==> src/rtl/ball_collision_controller_pkg.sv <==
// Shared Pong definitions: game state encoding and screen/paddle geometry defaults.
// MoveBall and the paddle controllers use the same values.
package ball_collision_controller_pkg;

  typedef enum logic [1:0] {
    ST_PLAY      = 2'd0,
    ST_POINT     = 2'd1,
    ST_GAME_OVER = 2'd2
  } game_state_e;

  localparam int X_MAX_DEF          = 239;
  localparam int Y_MAX_DEF          = 319;
  localparam int LEFT_PADDLE_X_DEF  = 30;
  localparam int RIGHT_PADDLE_X_DEF = 210;
  localparam int HIT_DEPTH_DEF      = 4;
  localparam int PADDLE_LEN_DEF     = 40;
  localparam int WIN_SCORE_DEF      = 9;
  localparam int SERVE_DELAY_DEF    = 50000000;

endpackage

==> src/rtl/ball_collision_controller_paddle_hit_check.sv <==
// Combinational paddle contact test: ball X inside the paddle's X window and ball Y
// inside the paddle's vertical span.
module paddle_hit_check #(
  parameter int X_LO       = 27,
  parameter int X_HI       = 30,
  parameter int PADDLE_LEN = 40
) (
  input  logic [7:0] ballX,
  input  logic [8:0] ballY,
  input  logic [8:0] paddleY,
  output logic       hit
);

  logic [9:0] ball_y10;
  logic [9:0] top_y10;
  logic [9:0] end_y10;
  logic       in_x;
  logic       in_y;

  // Widened to 10 bits so paddleY + PADDLE_LEN never wraps.
  assign ball_y10 = {1'b0, ballY};
  assign top_y10  = {1'b0, paddleY};
  assign end_y10  = top_y10 + 10'(PADDLE_LEN);

  assign in_x = (ballX >= 8'(X_LO)) && (ballX <= 8'(X_HI));
  assign in_y = (ball_y10 >= top_y10) && (ball_y10 < end_y10);
  assign hit  = in_x && in_y;

endmodule

==> src/rtl/ball_collision_controller.sv <==
// Pong collision controller: paddle hits, wall bounces, misses, scoring, serve delay
// and game-over, producing registered one-cycle control pulses for MoveBall.
module ball_collision_controller
  import ball_collision_controller_pkg::*;
#(
  parameter int X_MAX          = X_MAX_DEF,
  parameter int Y_MAX          = Y_MAX_DEF,
  parameter int LEFT_PADDLE_X  = LEFT_PADDLE_X_DEF,
  parameter int RIGHT_PADDLE_X = RIGHT_PADDLE_X_DEF,
  parameter int HIT_DEPTH      = HIT_DEPTH_DEF,
  parameter int PADDLE_LEN     = PADDLE_LEN_DEF,
  parameter int WIN_SCORE      = WIN_SCORE_DEF,
  parameter int SERVE_DELAY    = SERVE_DELAY_DEF
) (
  input  logic       clock,
  input  logic       reset,
  input  logic [7:0] ballXValue,
  input  logic [8:0] ballYValue,
  input  logic       direction,
  input  logic [8:0] leftPaddleY,
  input  logic [8:0] rightPaddleY,
  input  logic       newGame,
  output logic       changeXDirection,
  output logic       changeYDirection,
  output logic       serveRequest,
  output logic [3:0] scoreLeft,
  output logic [3:0] scoreRight,
  output logic       gameOver
);

  localparam int CW = $clog2(SERVE_DELAY + 1);
  localparam logic [CW-1:0] CNT_LAST = CW'(SERVE_DELAY - 1);
  localparam logic [3:0]    WIN      = 4'(WIN_SCORE);

  game_state_e   state_q, state_d;
  logic [CW-1:0] cnt_q, cnt_d;
  logic [3:0]    score_l_q, score_l_d;
  logic [3:0]    score_r_q, score_r_d;
  logic          xlock_q, xlock_d;
  logic          xlock_dir_q, xlock_dir_d;
  logic          ylock_q, ylock_d;
  logic          chg_x_q, chg_x_d;
  logic          chg_y_q, chg_y_d;
  logic          serve_q, serve_d;
  logic          game_over_q, game_over_d;

  logic hit_l, hit_r, hit, x_allow, wall, miss_r, miss_l;

  paddle_hit_check #(
    .X_LO       (LEFT_PADDLE_X - HIT_DEPTH + 1),
    .X_HI       (LEFT_PADDLE_X),
    .PADDLE_LEN (PADDLE_LEN)
  ) u_left_hit (
    .ballX   (ballXValue),
    .ballY   (ballYValue),
    .paddleY (leftPaddleY),
    .hit     (hit_l)
  );

  paddle_hit_check #(
    .X_LO       (RIGHT_PADDLE_X),
    .X_HI       (RIGHT_PADDLE_X + HIT_DEPTH - 1),
    .PADDLE_LEN (PADDLE_LEN)
  ) u_right_hit (
    .ballX   (ballXValue),
    .ballY   (ballYValue),
    .paddleY (rightPaddleY),
    .hit     (hit_r)
  );

  function automatic logic [3:0] sat_inc(input logic [3:0] s);
    return (s < WIN) ? s + 4'd1 : s;
  endfunction

  assign hit     = direction ? hit_r : hit_l;
  assign x_allow = !xlock_q || (direction != xlock_dir_q);
  assign wall    = (ballYValue == 9'd0) || (ballYValue >= 9'(Y_MAX));
  assign miss_r  = direction && (ballXValue >= 8'(X_MAX));
  assign miss_l  = !direction && (ballXValue == 8'd0);

  always_comb begin
    state_d     = state_q;
    cnt_d       = cnt_q;
    score_l_d   = score_l_q;
    score_r_d   = score_r_q;
    xlock_d     = xlock_q;
    xlock_dir_d = xlock_dir_q;
    ylock_d     = ylock_q;
    chg_x_d     = 1'b0;
    chg_y_d     = 1'b0;
    serve_d     = 1'b0;
    game_over_d = game_over_q;

    unique case (state_q)
      ST_PLAY: begin
        // A paddle contact masks a miss even while the X lockout holds off the pulse.
        if (hit) begin
          if (x_allow) begin
            chg_x_d     = 1'b1;
            xlock_d     = 1'b1;
            xlock_dir_d = direction;
          end
        end else if (miss_r) begin
          score_l_d = sat_inc(score_l_q);
          state_d   = ST_POINT;
          cnt_d     = '0;
        end else if (miss_l) begin
          score_r_d = sat_inc(score_r_q);
          state_d   = ST_POINT;
          cnt_d     = '0;
        end

        if (wall) begin
          if (!ylock_q) begin
            chg_y_d = 1'b1;
            ylock_d = 1'b1;
          end
        end else begin
          ylock_d = 1'b0;
        end
      end

      ST_POINT: begin
        if (cnt_q == CNT_LAST) begin
          if ((score_l_q == WIN) || (score_r_q == WIN)) begin
            state_d     = ST_GAME_OVER;
            game_over_d = 1'b1;
          end else begin
            state_d = ST_PLAY;
            serve_d = 1'b1;
            xlock_d = 1'b0;
            ylock_d = 1'b0;
          end
        end else begin
          cnt_d = cnt_q + 1'b1;
        end
      end

      ST_GAME_OVER: begin
        if (newGame) begin
          state_d     = ST_PLAY;
          score_l_d   = 4'd0;
          score_r_d   = 4'd0;
          serve_d     = 1'b1;
          game_over_d = 1'b0;
          xlock_d     = 1'b0;
          ylock_d     = 1'b0;
        end
      end

      default: begin
        state_d = ST_PLAY;
      end
    endcase
  end

  always_ff @(posedge clock or posedge reset) begin
    if (reset) begin
      state_q     <= ST_PLAY;
      cnt_q       <= '0;
      score_l_q   <= 4'd0;
      score_r_q   <= 4'd0;
      xlock_q     <= 1'b0;
      xlock_dir_q <= 1'b0;
      ylock_q     <= 1'b0;
      chg_x_q     <= 1'b0;
      chg_y_q     <= 1'b0;
      serve_q     <= 1'b0;
      game_over_q <= 1'b0;
    end else begin
      state_q     <= state_d;
      cnt_q       <= cnt_d;
      score_l_q   <= score_l_d;
      score_r_q   <= score_r_d;
      xlock_q     <= xlock_d;
      xlock_dir_q <= xlock_dir_d;
      ylock_q     <= ylock_d;
      chg_x_q     <= chg_x_d;
      chg_y_q     <= chg_y_d;
      serve_q     <= serve_d;
      game_over_q <= game_over_d;
    end
  end

  assign changeXDirection = chg_x_q;
  assign changeYDirection = chg_y_q;
  assign serveRequest     = serve_q;
  assign scoreLeft        = score_l_q;
  assign scoreRight       = score_r_q;
  assign gameOver         = game_over_q;

endmodule

==> config.mk <==
export PLATFORM = sky130hd
export DESIGN_NAME = ball_collision_controller
export DESIGN_NICKNAME = d
export VERILOG_FILES = /design/src/rtl/ball_collision_controller_pkg.sv /design/src/rtl/ball_collision_controller_paddle_hit_check.sv /design/src/rtl/ball_collision_controller.sv
export SDC_FILE = /design/constraint.sdc
export NUM_CORES = 1
export LEC_CHECK = 0
export CAP_MARGIN = 15
export CORE_UTILIZATION = 35
export DETAILED_ROUTE_END_ITERATION = 8
export GPL_TIMING_DRIVEN = 0
export PLACE_DENSITY_LB_ADDON = 0.1
export SYNTH_ARGS = -nofsm -noshare
export SYNTH_HDL_FRONTEND = slang
export SYNTH_SLANG_ARGS = --single-unit
==> constraint.sdc <==
create_clock -name clock -period 6.8 [get_ports clock]
set_input_delay 0.68 -clock clock [delete_from_list [all_inputs] [get_ports clock]]
set_output_delay 0.68 -clock clock [all_outputs]
set_load 0.01 [all_outputs]
# == Word-level counts from Yosys, hierarchy flattened ==
# Index checks and enable logic that the tools add are counted.
# classes
addsub,5
magnitude_cmp,12
eq_ne,20
mux,44
n_reduce_logical,28
# ops
op,count
$mux 26,4
$pmux 26 s2,1
$mux 4,8
$add 26x1->26 const B,1
$eq 26x26->1 const B,1
$ne 2x2->1 const B,13
$add 9x6->10 const B,2
$lt 9x10->1,2
$ge 9x9->1,2
$mux 1,18
$ge 8x8->1 const B,2
$pmux 4 s2,2
$reduce_and 4->1,4
$mux 2,6
$reduce_and 6->1,2
$ge 9x9->1 const B,1
$logic_not 9->1,1
$add 4x1->4 const B,2
$eq 4x4->1 const B,2
$ge 8x5->1 const B,1
$le 8x5->1 const B,1
$le 8x8->1 const B,1
$logic_and 1x1->1,8
$logic_not 8->1,1
15 further kinds,23
# totals
ff_bits,43
inputBits,39
out_inout_bits,12
wordCells,120

# == Longest topological paths before layout ==
# depth
word_depth,7
depth_mapped,11

# == By module ==
# A second synthesis with hierarchy kept.
# hier_totals
cells_unflattened,435
area_unflattened_um2,3816.2
# by_module_without_submodules
mod,instances,cells_per_inst,area_per_inst_um2,seq_area_each_um2
ball_collision_controller,1,314,2847.7,1076.0
paddle_hit_check at u_left_hit,1,62,491.7,0.0
paddle_hit_check at u_right_hit,1,59,476.7,0.0

# == Worst setup path before layout ==
# No wires, ideal clock.
# synth_timing
path_type,input to register
from,input port rightPaddleY[3]
to,register chg_x_q (netlist: changeXDirection)
arrival_time_ns,2.815
t_required_ns,6.733
setup_slack_ns,3.918
cell_stages,11
n_path_buf,0
path_cell_list,ha_1 > o21ai_0 > xnor2_1 > ha_1 > a21o_1 > a21oi_1 > o2bb2ai_1 > a31oi_1 > a2111oi_0 > or2_2 > and3_1
# synth_between
elab_chain_len,7
# synth_lines
element,line,source
start: declaration,ball_collision_controller.sv:21,"input logic [8:0] rightPaddleY,"
$add 9x6->10,ball_collision_controller_paddle_hit_check.sv:23,assign end_y10 = top_y10 + 10'(PADDLE_LEN);
$lt 9x10->1,ball_collision_controller_paddle_hit_check.sv:26,assign in_y = (ball_y10 >= top_y10) && (ball_y10 < end_y10);
$logic_and 1x1->1 *,ball_collision_controller_paddle_hit_check.sv:26,
$logic_and 1x1->1 *,ball_collision_controller_paddle_hit_check.sv:27,assign hit = in_x && in_y;
$mux 1 *,ball_collision_controller.sv:75,assign hit = direction ? hit_r : hit_l;
$mux 1 *,ball_collision_controller.sv:97,if (hit) begin
$mux 1 *,ball_collision_controller.sv:94,unique case (state_q)
net chg_x_d,ball_collision_controller.sv:42,"logic chg_x_q, chg_x_d;"
end signal: assignment,ball_collision_controller.sv:178,chg_x_q <= chg_x_d;
end: declaration,ball_collision_controller.sv:42,
# Mark *: on every way through the listed nets, which the timed path passes. The rest lies on a longest branch.
# A chain may end at the register's enable or synchronous reset.

# == Worst setup path after layout ==
# Same ends and word-level chain as after synthesis.

==> impl_results.md <==
* Final cycle utilization of the critical path at 51.0%
* Run status: finished, final reports clean
* Max-capacitance violation count at 0
* Fin Hold WS at 0.437 ns
* Crit path arrival time at 3.70 ns
* Worst-path clk slew at 0.08 ns
* Top metal layer carrying routed signals: met4
* Setup repair after global routing missed its margin: no
* Total Die Area at 10,000 µm²
* TritonCTS clock tree: built
* Endpoints failing hold at 0
* Via-to-Cell Ratio at 5.03
* Number of port buffers at 50
* CTS hold repair buffers at 0
* Layout cell share with drive strength beyond 1 at about 3.8%
* Rows at 35
* Slew Viols, Final at 0
* Placed wire-length estimate at 6020 µm
* Tightest slew margin relative to the limit at roughly 44%
* Initial antenna violation count at 0
* Ports placed on the boundary at 51
* Net count after synthesis at between 400 and 500
* Vert. Die Dim at roughly 100 µm
* Number of synthesized flops with an enable pin at 0
* Maximum operating frequency at just under 300 MHz
* Detailed-routed wire length on met2 at around 3400 µm
* #FFs+latches synth at 43
* Avg Inst Size Synth at 8.63 µm²
* Initial core utilization at about 36%
* Pin slew with the least headroom to its limit at 0.832 ns
* Area overhead of the layout relative to synthesis at 23.6%
* Dominant cells by area after synthesis: sky130_fd_sc_hd__dfrtp_1, sky130_fd_sc_hd__ha_1, sky130_fd_sc_hd__xnor2_1
* Pre-Repair DR Iteration Count at 4
* Number of sinks handled by clock tree synthesis at 43
* Maximum number of pins on one net before global-route repair at 26
* Detailed route wirelength on metal3 at 351 µm
* Post-route minimum period at 3.46 ns
* Sequential cell area fraction in the yosys report at 32.0%
* Die width at about 100 µm
* Number of placed instances, taps included at 570
* Antenna-violating nets left at 0
* Final layout net count at 530
* Crit start category: input pin
* Post-synth design cell area at 3360 µm²
* Critical setup path kind: input pin to register
* Count of non-filler cells in the finished layout at 578
* Count of buffers added by post-CTS timing repair for setup at 0
* Inserted Diodes at 0
* Total core area at 9280 µm²
* Fillers at ~940
* Top FF cell, synth: sky130_fd_sc_hd__dfrtp_1
* Crit path required time at 7.03 ns
* Final Wtd Congestion at 0.791
* Kind of path behind the tightest hold check: register to register
* Final setup violating endpoints at 0
* Share of the synthesized area in the top cell type at a little under a third
* Most used cells in the layout excluding fill and tap cells: sky130_fd_sc_hd__clkdlybuf4s50_1, sky130_fd_sc_hd__ha_1, sky130_fd_sc_hd__dfrtp_1, sky130_fd_sc_hd__nand2_1, sky130_fd_sc_hd__inv_1
* Worst skew pair latency at 0.30 ns
* Vias in the first global route at 2,853
* Number of levels the H-tree was split into at 2
* Cell at the root of the clock tree: sky130_fd_sc_hd__clkbuf_8
* TritonCTS Buffers at 5
* Via count at 2,910
* Synthesized instance count at 390
* Routed wire length at 7680 µm
* Total routed wire length on the met1 layer at 3880 µm
* Asr flop ratio synth at 100%
* Kind of end point of the critical path: register
* Highest fanout seen on the critical path at 4
* Overflow left after global routing at 0
* Number of distinct library cells after synthesis at 53
* Number of buffers between clock root and the deepest sink at 2
* Setup Skew at 0.0119 ns
* Ratio of total power to cell area at about 230 nW/µm²
* Wire length of the first global-routing pass at 13,400 µm
* Final core area utilization at 44.8%
* Combined global-route utilization of all metal layers at 16.5%
* DRC violations left at 0
* CTS resizes at 0
* TNS Setup at 0 ns
* Commonest non-fill, non-tap cell in the layout: sky130_fd_sc_hd__clkdlybuf4s50_1
* Average detailed-routed wire length per instance at about 13 µm
* Leakage at 1.87 nW
* Violation count after the first detailed-routing iteration at 124
* Peak VDD IR at 149 µV
* Number of warnings reported in the yosys synthesis log at 0
* Cell type with the highest aggregate area in the netlist: sky130_fd_sc_hd__dfrtp_1
-- cells in the mapped netlist (2+ instances only) --
library cell                count
sky130_fd_sc_hd__dfrtp_1       43
sky130_fd_sc_hd__ha_1          43
sky130_fd_sc_hd__inv_1         37
sky130_fd_sc_hd__nand2_1       36
sky130_fd_sc_hd__nor2_1        34
sky130_fd_sc_hd__o21ai_0       21
sky130_fd_sc_hd__xnor2_1       20
sky130_fd_sc_hd__nand3_1       17
sky130_fd_sc_hd__a21oi_1       16
sky130_fd_sc_hd__xor2_1        13
sky130_fd_sc_hd__nor3_1        11
sky130_fd_sc_hd__nand4_1       10
sky130_fd_sc_hd__clkbuf_1       7
sky130_fd_sc_hd__a21o_1         6
sky130_fd_sc_hd__and3_1         6
sky130_fd_sc_hd__nand2b_1       5
sky130_fd_sc_hd__nor4_1         5
sky130_fd_sc_hd__and2_1         4
sky130_fd_sc_hd__nor2b_1        4
sky130_fd_sc_hd__a31oi_1        3
sky130_fd_sc_hd__nor3b_1        3
sky130_fd_sc_hd__or3_1          3
sky130_fd_sc_hd__a2111oi_0      2
sky130_fd_sc_hd__a211oi_1       2
sky130_fd_sc_hd__a21boi_0       2
sky130_fd_sc_hd__a41o_1         2
sky130_fd_sc_hd__and4_1         2
sky130_fd_sc_hd__mux2i_1        2
sky130_fd_sc_hd__o2111ai_1      2
sky130_fd_sc_hd__o211ai_1       2
sky130_fd_sc_hd__o221ai_1       2
sky130_fd_sc_hd__o22ai_1        2
sky130_fd_sc_hd__o2bb2ai_1      2
sky130_fd_sc_hd__or2_2          2
-- routing by layer --
| layer | track usage (%) | vias to the layer above |
|---|---|---|
| li1 | - | 1493 |
| met2 | 27.1 | 63 |
| met3 | 2.86 | 7 |
| met1 | 23.0 | 1347 |
| met5 | 0 | - |
| met4 | 3.34 | 0 |
-- final timing paths --
path / startpoint / to / slack [ns] / depth (start not counted)
setup / recovery: rightPaddleY[3] / changeXDirection / 3.34 / 12
hold / removal: ylock_q / changeYDirection / 0.44 / 1
setup reg to reg: cnt_q[9] / xlock_q / 4.28 / 7
hold reg to reg: ylock_q / changeYDirection / 0.44 / 1
max in group asynchronous: reset / scoreLeft[0] / 5.60 / 3
min in group asynchronous: reset / cnt_q[2] / 0.70 / 2
-- critical path, stage by stage --
cell and delay, ns:
sky130_fd_sc_hd__clkdlybuf4s50_1 0.49, sky130_fd_sc_hd__ha_1 0.27, sky130_fd_sc_hd__o21ai_0 0.20, sky130_fd_sc_hd__xnor2_1 0.15, sky130_fd_sc_hd__ha_1 0.26, sky130_fd_sc_hd__a21o_1 0.16, sky130_fd_sc_hd__a21oi_1 0.18, sky130_fd_sc_hd__o2bb2ai_1 0.13
sky130_fd_sc_hd__a31oi_1 0.07, sky130_fd_sc_hd__a2111oi_0 0.72, sky130_fd_sc_hd__or2_2 0.24, sky130_fd_sc_hd__and3_1 0.15
-- report_power, final --
part / switching, W / internal, W
clock network: 0.0000932 / 0.000109
registers: 0.0000414 / 0.000294
logic: 0.000226 / 0.000185
-- cell type report --
type | instances | area (µm²) | share of cell area (%)
inverters | 37 | 139 | 3.34
plain buffers | 7 | 26.3 | 0.632
multi-input cells | 303 | 2120 | 51.1
flip-flops and latches | 43 | 1080 | 25.9
clock buffers | 5 | 68.8 | 1.65
repair buffers | 51 | 520 | 12.5
clock inverters | 3 | 43.8 | 1.05
well taps | 129 | 161 | 3.88
-- flip-flops by register name, indices dropped and copies added (netlist names) --
register / cells
scoreLeft: 4
serveRequest: 1
changeYDirection: 1
cnt_q: 26
state_q: 2
gameOver: 1
xlock_q: 1
xlock_dir_q: 1
changeXDirection: 1
scoreRight: 4
ylock_q: 1
-- through the flow --
stage | area (µm²) | worst slack, ns | total power, W
4_1_cts | 4160 | 3.32 | 0.000962
3_3_place_gp | 4030 | 2.96 | 0.000750
5_1_grt | 4160 | 3.08 | 0.00103
6_report | 4160 | 3.34 | 0.000948
3_5_place_dp | 4050 | 3.02 | 0.000754
2_1_floorplan | 3360 | 3.92 | 0.000606
-- cells by family (layout without fill, tap and decap cells) --
family / count (synthesis) / in the layout / share of synthesized area, %
compound gates: 72 / 72 / 13.9
buf+inv: 44 / 103 / 4.91
xor+xnor: 33 / 33 / 8.59
fa+ha+maj: 43 / 43 / 16.0
flops: 43 / 43 / 32.0
mux: 3 / 3 / 0.930
simple gates: 152 / 152 / 23.7
No activity file was read; power rests on OpenSTA's default activity.
